$ cat config.mk
export PLATFORM = sky130hd
export DESIGN_NAME = sample_proc_seq_flat
export DESIGN_NICKNAME = d
export VERILOG_FILES = /design/src/rtl/sample_proc_seq_if.sv /design/src/rtl/sample_proc_seq.sv /design/src/flat_wrapper.sv
export SDC_FILE = /design/constraint.sdc
export NUM_CORES = 1
export LEC_CHECK = 0
export ABC_AREA = 1
export BUFFER_PORTS_ARGS = -buffer_cell sky130_fd_sc_hd__clkbuf_2
export CORE_ASPECT_RATIO = 1.1
export CORE_MARGIN = 2
export CORE_UTILIZATION = 30
export CTS_CLUSTER_SIZE = 14
export DETAILED_ROUTE_END_ITERATION = 6
export HOLD_SLACK_MARGIN = 0.08
export PLACE_DENSITY = 0.54
export SLEW_MARGIN = 30
export SYNTH_ARGS = -nofsm -noshare
export SYNTH_HDL_FRONTEND = slang
export SYNTH_SLANG_ARGS = --single-unit
$ cat constraint.sdc
create_clock -name CLK -period 1.9 [get_ports CLK]
set_clock_uncertainty 0.15 [all_clocks]
set_input_delay 0.19 -clock CLK [delete_from_list [all_inputs] [get_ports CLK]]
set_output_delay 0.19 -clock CLK [all_outputs]
set_load 0.05 [all_outputs]
$ cat src/rtl/sample_proc_seq_if.sv
// Control/handshake bundle between the DCFEB sample-readout sequencer and
// the data path it drives. The slave side belongs to the sequencer.
interface sample_proc_seq_if #(
    parameter int SEQ_W = 7,
    parameter int SMP_W = 7
);
    logic             L1A_BUF_MT;
    logic             FAMT;
    logic             L1A_HEAD;
    logic             TXACK;
    logic [SMP_W-1:0] SAMP_MAX;
    logic             ABORT;
    logic             CLR_TMO;
    logic             CE;
    logic             CLR_CRC;
    logic             LAST_WRD;
    logic             LD_HDR;
    logic [3:0]       HDR_IDX;
    logic             RD;
    logic             VALID;
    logic [SEQ_W-1:0] SEQ;
    logic [SMP_W-1:0] SMP;
    logic             ACK_TMO;
    logic             BUSY;
    logic [3:0]       SMP_STATE;

    modport slave (
        input  L1A_BUF_MT, FAMT, L1A_HEAD, TXACK, SAMP_MAX, ABORT, CLR_TMO,
        output CE, CLR_CRC, LAST_WRD, LD_HDR, HDR_IDX, RD, VALID, SEQ, SMP,
               ACK_TMO, BUSY, SMP_STATE
    );

    modport master (
        output L1A_BUF_MT, FAMT, L1A_HEAD, TXACK, SAMP_MAX, ABORT, CLR_TMO,
        input  CE, CLR_CRC, LAST_WRD, LD_HDR, HDR_IDX, RD, VALID, SEQ, SMP,
               ACK_TMO, BUSY, SMP_STATE
    );
endinterface

$ cat src/rtl/sample_proc_seq.sv
// Sample-readout sequencer: streams one L1A event of ADC sample frames out of
// the sample FIFO (header load, pre-ack burst, TXACK handshake, per-sample
// data/tail/CRC words, end-of-event word). Outputs are registered from the
// next state so they line up with the cycle in which that state is current.
module sample_proc_seq #(
    parameter int SEQ_W          = 7,
    parameter int SMP_W          = 7,
    parameter int WORDS_PER_SAMP = 96,
    parameter int TAIL_WORDS     = 3,
    parameter int HDR_WORDS      = 2,
    parameter int PRE_ACK_WORDS  = 3,
    parameter int ACK_TO_W       = 10
) (
    input  logic             CLK,
    input  logic             RST_N,
    sample_proc_seq_if.slave bus
);

    typedef enum logic [3:0] {
        IDLE      = 4'd0,
        INC_SAMP  = 4'd1,
        LAST_WORD = 4'd2,
        LD_HDR    = 4'd3,
        READ      = 4'd5,
        ST_DATA   = 4'd6,
        STRT_SEQ  = 4'd7,
        TAIL      = 4'd8,
        W4DATA    = 4'd9,
        W4TXACK   = 4'd10
    } state_t;

    // SEQ all-ones means "no word on the bus"; it wraps to 0 on the first increment.
    localparam logic [SEQ_W-1:0]    SEQ_NONE      = {SEQ_W{1'b1}};
    localparam logic [SEQ_W-1:0]    SEQ_ZERO      = {SEQ_W{1'b0}};
    localparam logic [SEQ_W-1:0]    SEQ_ONE       = {{(SEQ_W-1){1'b0}}, 1'b1};
    localparam logic [SEQ_W-1:0]    SEQ_PRE_LAST  = SEQ_W'(PRE_ACK_WORDS - 1);
    localparam logic [SEQ_W-1:0]    SEQ_RD_LAST   = SEQ_W'(WORDS_PER_SAMP - 1);
    localparam logic [SEQ_W-1:0]    SEQ_TAIL_LAST = SEQ_W'(WORDS_PER_SAMP + TAIL_WORDS - 1);
    localparam logic [SMP_W-1:0]    SMP_ZERO      = {SMP_W{1'b0}};
    localparam logic [SMP_W-1:0]    SMP_ONE       = {{(SMP_W-1){1'b0}}, 1'b1};
    localparam logic [ACK_TO_W-1:0] TMO_ZERO      = {ACK_TO_W{1'b0}};
    localparam logic [ACK_TO_W-1:0] TMO_ONE       = {{(ACK_TO_W-1){1'b0}}, 1'b1};
    // Counter starts at 0 on entry, so hitting 2^N-2 marks the (2^N-1)th wait cycle.
    localparam logic [ACK_TO_W-1:0] TMO_LAST      = {{(ACK_TO_W-1){1'b1}}, 1'b0};
    localparam logic [3:0]          HDR_LAST      = 4'((HDR_WORDS > 0) ? HDR_WORDS - 1 : 0);
    localparam bit                  HDR_EN        = (HDR_WORDS > 0);
    localparam bit                  TAIL_EN       = (TAIL_WORDS > 0);

    state_t              state_r, next_s;
    logic [SEQ_W-1:0]    seq_r, seq_s;
    logic [SMP_W-1:0]    smp_r, smp_s;
    logic [3:0]          hdr_idx_r, hdr_idx_s;
    logic [ACK_TO_W-1:0] tmo_cnt_r, tmo_cnt_s;
    logic [SMP_W-1:0]    samp_max_r;
    logic                abort_pend_r;
    logic                ack_tmo_r;
    logic                tmo_hit_s;
    state_t              post_rd_s, ack_dest_s;
    logic                ce_r, clr_crc_r, last_wrd_r, ld_hdr_r, rd_r, valid_r, busy_r;

    // Next-state decode from the current state and the registered counters.
    always_comb begin
        next_s     = IDLE;
        tmo_hit_s  = 1'b0;
        post_rd_s  = TAIL_EN ? TAIL : INC_SAMP;
        ack_dest_s = (seq_r == SEQ_RD_LAST) ? post_rd_s : READ;
        case (state_r)
            IDLE: begin
                if (!bus.L1A_BUF_MT) next_s = W4DATA;
                else                 next_s = IDLE;
            end
            W4DATA: begin
                if (bus.FAMT)                     next_s = W4DATA;
                else if (bus.L1A_HEAD && HDR_EN)  next_s = LD_HDR;
                else                              next_s = ST_DATA;
            end
            LD_HDR: begin
                if (hdr_idx_r == HDR_LAST) next_s = ST_DATA;
                else                       next_s = LD_HDR;
            end
            ST_DATA: begin
                if (bus.L1A_HEAD || (seq_r == SEQ_PRE_LAST)) next_s = W4TXACK;
                else                                         next_s = ST_DATA;
            end
            W4TXACK: begin
                // An acknowledge on the terminal-count cycle takes priority over the timeout.
                if (bus.TXACK) begin
                    next_s = ack_dest_s;
                end else if (tmo_cnt_r == TMO_LAST) begin
                    next_s    = ack_dest_s;
                    tmo_hit_s = 1'b1;
                end else begin
                    next_s = W4TXACK;
                end
            end
            READ: begin
                if (seq_r == SEQ_RD_LAST) next_s = post_rd_s;
                else                      next_s = READ;
            end
            TAIL: begin
                if (seq_r == SEQ_TAIL_LAST) next_s = INC_SAMP;
                else                        next_s = TAIL;
            end
            INC_SAMP: begin
                if ((smp_r == samp_max_r) || abort_pend_r) next_s = LAST_WORD;
                else                                       next_s = STRT_SEQ;
            end
            STRT_SEQ:  next_s = READ;
            LAST_WORD: next_s = IDLE;
            default:   next_s = IDLE;
        endcase
    end

    // Word index, sample index, header index and timeout count for the state being entered.
    always_comb begin
        seq_s     = SEQ_NONE;
        smp_s     = smp_r;
        hdr_idx_s = 4'd0;
        tmo_cnt_s = TMO_ZERO;
        case (next_s)
            IDLE: smp_s = SMP_ZERO;
            LD_HDR: begin
                if (state_r == LD_HDR) hdr_idx_s = hdr_idx_r + 4'd1;
                else                   hdr_idx_s = 4'd0;
            end
            ST_DATA, READ, TAIL, INC_SAMP: seq_s = seq_r + SEQ_ONE;
            W4TXACK: begin
                seq_s = seq_r;
                if (state_r == W4TXACK) tmo_cnt_s = tmo_cnt_r + TMO_ONE;
                else                    tmo_cnt_s = TMO_ZERO;
            end
            STRT_SEQ: begin
                seq_s = SEQ_ZERO;
                smp_s = smp_r + SMP_ONE;
            end
            default: seq_s = SEQ_NONE;
        endcase
    end

    // State register plus registered outputs decoded from the state being entered.
    always_ff @(posedge CLK or negedge RST_N) begin
        if (!RST_N) begin
            state_r    <= IDLE;
            seq_r      <= SEQ_NONE;
            smp_r      <= SMP_ZERO;
            hdr_idx_r  <= 4'd0;
            tmo_cnt_r  <= TMO_ZERO;
            ce_r       <= 1'b1;
            clr_crc_r  <= 1'b0;
            last_wrd_r <= 1'b0;
            ld_hdr_r   <= 1'b0;
            rd_r       <= 1'b0;
            valid_r    <= 1'b0;
            busy_r     <= 1'b0;
        end else begin
            state_r    <= next_s;
            seq_r      <= seq_s;
            smp_r      <= smp_s;
            hdr_idx_r  <= hdr_idx_s;
            tmo_cnt_r  <= tmo_cnt_s;
            ce_r       <= (next_s != W4TXACK);
            clr_crc_r  <= (next_s == W4DATA) || (next_s == LD_HDR) || (next_s == INC_SAMP);
            last_wrd_r <= (next_s == LAST_WORD);
            ld_hdr_r   <= (next_s == LD_HDR);
            rd_r       <= (next_s == ST_DATA) || (next_s == READ) || (next_s == STRT_SEQ);
            valid_r    <= (next_s == ST_DATA) || (next_s == W4TXACK) || (next_s == READ) ||
                          (next_s == TAIL) || (next_s == INC_SAMP) || (next_s == STRT_SEQ);
            busy_r     <= (next_s != IDLE);
        end
    end

    // Event-scoped latches: sample count, pending abort, and the sticky TXACK timeout flag.
    always_ff @(posedge CLK or negedge RST_N) begin
        if (!RST_N) begin
            samp_max_r   <= SMP_ZERO;
            abort_pend_r <= 1'b0;
            ack_tmo_r    <= 1'b0;
        end else begin
            if ((state_r == IDLE) && !bus.L1A_BUF_MT) samp_max_r <= bus.SAMP_MAX;
            else                                      samp_max_r <= samp_max_r;
            if (state_r == LAST_WORD)                      abort_pend_r <= 1'b0;
            else if (bus.ABORT && (state_r != IDLE))       abort_pend_r <= 1'b1;
            else                                           abort_pend_r <= abort_pend_r;
            // A new timeout wins over a simultaneous clear.
            if (tmo_hit_s)        ack_tmo_r <= 1'b1;
            else if (bus.CLR_TMO) ack_tmo_r <= 1'b0;
            else                  ack_tmo_r <= ack_tmo_r;
        end
    end

    assign bus.CE        = ce_r;
    assign bus.CLR_CRC   = clr_crc_r;
    assign bus.LAST_WRD  = last_wrd_r;
    assign bus.LD_HDR    = ld_hdr_r;
    assign bus.HDR_IDX   = hdr_idx_r;
    assign bus.RD        = rd_r;
    assign bus.VALID     = valid_r;
    assign bus.SEQ       = seq_r;
    assign bus.SMP       = smp_r;
    assign bus.ACK_TMO   = ack_tmo_r;
    assign bus.BUSY      = busy_r;
    assign bus.SMP_STATE = state_r;

endmodule

$ cat src/flat_wrapper.sv
// flat-port wrapper written by rule: the top's interface ports become plain ports
module sample_proc_seq_flat 
#(
    parameter int SEQ_W          = 7,
    parameter int SMP_W          = 7,
    parameter int WORDS_PER_SAMP = 96,
    parameter int TAIL_WORDS     = 3,
    parameter int HDR_WORDS      = 2,
    parameter int PRE_ACK_WORDS  = 3,
    parameter int ACK_TO_W       = 10
)
  (CLK, RST_N, bus_L1A_BUF_MT, bus_FAMT, bus_L1A_HEAD, bus_TXACK, bus_SAMP_MAX, bus_ABORT, bus_CLR_TMO, bus_CE, bus_CLR_CRC, bus_LAST_WRD, bus_LD_HDR, bus_HDR_IDX, bus_RD, bus_VALID, bus_SEQ, bus_SMP, bus_ACK_TMO, bus_BUSY, bus_SMP_STATE);
  sample_proc_seq_if #(.SEQ_W(SEQ_W), .SMP_W(SMP_W)) bus_i ();
  input  logic CLK;
  input  logic RST_N;
  input wire logic [$bits(bus_i.L1A_BUF_MT)-1:0] bus_L1A_BUF_MT;
  input wire logic [$bits(bus_i.FAMT)-1:0] bus_FAMT;
  input wire logic [$bits(bus_i.L1A_HEAD)-1:0] bus_L1A_HEAD;
  input wire logic [$bits(bus_i.TXACK)-1:0] bus_TXACK;
  input wire logic [$bits(bus_i.SAMP_MAX)-1:0] bus_SAMP_MAX;
  input wire logic [$bits(bus_i.ABORT)-1:0] bus_ABORT;
  input wire logic [$bits(bus_i.CLR_TMO)-1:0] bus_CLR_TMO;
  output wire logic [$bits(bus_i.CE)-1:0] bus_CE;
  output wire logic [$bits(bus_i.CLR_CRC)-1:0] bus_CLR_CRC;
  output wire logic [$bits(bus_i.LAST_WRD)-1:0] bus_LAST_WRD;
  output wire logic [$bits(bus_i.LD_HDR)-1:0] bus_LD_HDR;
  output wire logic [$bits(bus_i.HDR_IDX)-1:0] bus_HDR_IDX;
  output wire logic [$bits(bus_i.RD)-1:0] bus_RD;
  output wire logic [$bits(bus_i.VALID)-1:0] bus_VALID;
  output wire logic [$bits(bus_i.SEQ)-1:0] bus_SEQ;
  output wire logic [$bits(bus_i.SMP)-1:0] bus_SMP;
  output wire logic [$bits(bus_i.ACK_TMO)-1:0] bus_ACK_TMO;
  output wire logic [$bits(bus_i.BUSY)-1:0] bus_BUSY;
  output wire logic [$bits(bus_i.SMP_STATE)-1:0] bus_SMP_STATE;
  assign bus_i.L1A_BUF_MT = bus_L1A_BUF_MT;
  assign bus_i.FAMT = bus_FAMT;
  assign bus_i.L1A_HEAD = bus_L1A_HEAD;
  assign bus_i.TXACK = bus_TXACK;
  assign bus_i.SAMP_MAX = bus_SAMP_MAX;
  assign bus_i.ABORT = bus_ABORT;
  assign bus_i.CLR_TMO = bus_CLR_TMO;
  assign bus_CE = bus_i.CE;
  assign bus_CLR_CRC = bus_i.CLR_CRC;
  assign bus_LAST_WRD = bus_i.LAST_WRD;
  assign bus_LD_HDR = bus_i.LD_HDR;
  assign bus_HDR_IDX = bus_i.HDR_IDX;
  assign bus_RD = bus_i.RD;
  assign bus_VALID = bus_i.VALID;
  assign bus_SEQ = bus_i.SEQ;
  assign bus_SMP = bus_i.SMP;
  assign bus_ACK_TMO = bus_i.ACK_TMO;
  assign bus_BUSY = bus_i.BUSY;
  assign bus_SMP_STATE = bus_i.SMP_STATE;
  sample_proc_seq #(.SEQ_W(SEQ_W), .SMP_W(SMP_W), .WORDS_PER_SAMP(WORDS_PER_SAMP), .TAIL_WORDS(TAIL_WORDS), .HDR_WORDS(HDR_WORDS), .PRE_ACK_WORDS(PRE_ACK_WORDS), .ACK_TO_W(ACK_TO_W)) u_core (.CLK(CLK), .RST_N(RST_N), .bus(bus_i));
endmodule
==> summary.md <==
| Metric | Value |
|---|---|
| Met1 Use GR | 0.171 |
| Layout cells sized above 1 | 0.420 |
| Mapped Nets | 340 |
| Die W | 92.3 um |
| Post-synthesis register bit count | 48 |
| Drc violations | 0 |
| Gr busiest metal | met2 |
| Ports | 45 |
| Antenna Cells | 0 |
| Min-delay src | bus_FAMT |
| Unrepaired setup endpoints after global routing | true |
| Commonest non-fill, non-tap cell in the layout | buf_4 |
| Crit path kind | register to register |
| Clk root buf | clkbuf_8 |
| Initial Utilization | 0.308 |
| Sw Ratio | 0.466 |
| Total track usage | 0.145 |
| WL per Instance | 11.3 um |
| YS warnings | 0 |
| DP HPWL | about 4800 um |
| Worst-path clk slew | 0.10 ns |
| Worst-Margin Slew | around 0.35 ns |
| IO buf count | 44 |
| Post-Route WL | 6400 um |
| Worst EP arrival | 2.29 ns |
| Largest net degree at the start of global routing | between 40 and 50 |
| Commonest cells after routing, fill and taps aside | buf_4 (73), nand2_1 (66), clkbuf_2 (44), dfrtp_1 (40) |
| Setup WS post-layout | -0.300 ns |
| Combinational power share | 0.632 |
| Final Net Count | around 480 |
| Sequential share of the synthesized area | 0.471 |
| Total congestion overflow | 0 |
| Final period util | 1.16 |
| Synthesized area per cell | between 8 and 9 um^2 |
| Area Growth Syn to Fin | 51.1% |
| CTS tree | yes |
| Final non-filler cell total | approximately 570 |
| Fmax | roughly 450 MHz |
| Antenna viol nets, final | 0 |
| Gpl congestion | 0.783 |
| Outcome | finished with violations |
| Leakage power total | 1.97 nW |
| Post-synth cell types | 32 |
| Placed Cells | 537 |
| TritonRoute pass-1 iters | 4 |
| CP endpoint kind | register |
| Crit path max fanout | 8 |
| Clock Latency Late Sink | 0.30 ns |
| Register share of total power | 0.262 |
| GR Util met3 | 0.0269 |
| 1st-iter DRT viols | between 70 and 80 |
| Setup TNS | -4.99 ns |
| Num CTS Buffers | 5 |
| Vias in the first global route | 2500 |
| CTS Buffer Depth | 2 |
| P per Cell Area | approximately 1500 nW/um^2 |
| Antenna violations before repair | 0 |
| Failing checks | negative setup slack |
| Met2 GRT Util | 0.272 |
| Vias per inst | 4.39 |
| Critical Path RT | around 2 ns |
| Cell Rows | 35 |
| Die area | around 9300 um^2 |
| Pint | 3.14 mW |
| Slew Viols, Final | 0 |
| Maximum VDD drop | approximately 1.0 mV |
| Clk sink count | 48 |
| Die H | roughly 100 um |
| NetSw | between 2 and 3 mW |
| Worst r2r src | u_core.bus.SEQ[1] |
| Synthesized instance count | about 320 |
| Final setup fails | 19 |
| Startpoint Class | register |
| Clock share of power | 0.106 |
| Final Util | 0.465 |
| H-tree Lvls | 2 |
| First-pass GRT wire length | approximately 11000 um |
| Max-cap violations | 0 |
| Area of the mapped netlist | between 2000 and 3000 um^2 |
| Max-slew headroom | 0.763 |
| Post-route minimum period | around 2.2 ns |
| Core area | 8360 um^2 |
| Worst Setup SP | u_core.bus.SEQ[1] |
| Count of final hold-check violations | 0 |
| Hold Crit Class | input pin to register |
| Total power draw | between 5 and 6 mW |
| Vias | about 2500 |
| Setup Slack @ Placement | -0.371 ns |
==> final timing paths <==
path                                                 to  slack [ns]  cells past startpoint
max in group asynchronous             u_core.bus.SEQ[3]        1.06                      3
worst min-delay path            u_core.bus.SMP_STATE[3]        0.20                      5
worst max-delay path                  u_core.bus.SEQ[3]       -0.30                     10
min in group asynchronous          u_core.samp_max_r[5]        0.26                      3
worst min register to register       u_core.bus.ACK_TMO        0.39                      2
worst max register to register        u_core.bus.SEQ[3]       -0.30                     10
==> logic make-up after synthesis <==
| kind of cell | Yosys count | share of synthesized area |
|---|---|---|
| adder cells (fa/ha/maj) | 7 | 0.0340 |
| flip-flops | 48 | 0.471 |
| AO/OA/AOI/OAI | 21 | 0.0477 |
| buffers and inverters | 51 | 0.0759 |
| AND/OR/NAND/NOR | 174 | 0.314 |
| XOR/XNOR | 17 | 0.0579 |
==> registers in the layout, summed over array words and instances (netlist names), 4 cells and up <==
register and count:
u_core.bus.SMP_STATE 4, u_core.bus.SEQ 7, u_core.tmo_cnt_r 10, u_core.bus.SMP 7
u_core.samp_max_r 7, u_core.bus.HDR_IDX 4
==> per-stage QoR <==
stage                     area, um^2  hold WS (ns)
final                           3890         0.204
after global routing            3890         0.226
after CTS                       3840         0.244
after detailed placement        3460        0.0571
after global placement          3460        0.0583
after floorplan                 2600        -0.256
==> cells in the mapped netlist <==
| cell type | instances | area [um^2] |
|---|---|---|
| nand2_1 | 73 | 274 |
| nor2_1 | 44 | 165 |
| inv_1 | 41 | 154 |
| dfrtp_1 | 40 | 1000 |
| nand3_1 | 27 | 135 |
| xor2_1 | 13 | 114 |
| a21oi_1 | 8 | 40.0 |
| dfstp_2 | 8 | 210 |
| ha_1 | 7 | 87.6 |
| inv_2 | 6 | 22.5 |
| nor3_1 | 6 | 30.0 |
| nand2_2 | 4 | 25.0 |
| nand3_2 | 4 | 40.0 |
| o22ai_1 | 4 | 25.0 |
| xnor2_1 | 4 | 35.0 |
| nand4_1 | 3 | 18.8 |
| nor2_2 | 3 | 18.8 |
| o21ai_0 | 3 | 15.0 |
| o21ai_1 | 3 | 15.0 |
| clkbuf_1 | 2 | 7.51 |
| nand4_2 | 2 | 25.0 |
| nor3b_1 | 2 | 15.0 |
| or2_2 | 2 | 12.5 |
| a22oi_1 | 1 | 7.51 |
| buf_4 | 1 | 7.51 |
| clkinv_1 | 1 | 3.75 |
| nand3_4 | 1 | 17.5 |
| nand3b_1 | 1 | 7.51 |
| nand3b_2 | 1 | 11.3 |
| nor2_4 | 1 | 11.3 |
| o21bai_2 | 1 | 11.3 |
| o32ai_1 | 1 | 8.76 |
==> per-layer routing <==
layer	wire, um	share of wire
met5	0	0
met4	66	0.010
met3	182	0.028
met2	3300	0.51
met1	2860	0.45
==> critical path, stage by stage, from the launching register on <==
cell and delay [ns]:
dfstp_4 0.66, ha_4 0.15, nand3_4 0.09, nor2_4 0.10, nand4_1 0.14, nand2_2 0.14, nand4_2 0.19, buf_6 0.18
nand2_2 0.07, nand3_4 0.15, nand3_2 0.12
==> area by class of cell <==
cell class	count	area, um^2
Clock buffer	6	72.6
Clock inverter	2	16.3
Fill cell	844	4480
Inverter	48	188
Multi-Input combinational cell	219	1320
Sequential cell	48	1220
Tap cell	111	139
Timing Repair Buffer	132	932
==> power by group through the flow <==
stage | Clock (mW) | Sequential (mW) | Combinational (mW)
final | 0.623 | 1.54 | 3.71
after global routing | 0.687 | 1.57 | 4.08
after CTS | 0.651 | 1.54 | 3.63
after detailed placement | 0 | 1.55 | 3.20
after global placement | 0 | 1.54 | 3.14
after floorplan | 0 | 2.14 | 1.37
==> repair_timing <==
action / CTS / global route
hold endpoints to repair: 57 / 0
hold buffers: 11 / 0
pin swaps: 21 / 5
resized for setup: 28 / 11
setup endpoints to repair: 20 / 22
setup buffers: 9 / 4
Power figures use the tool's default switching activity.
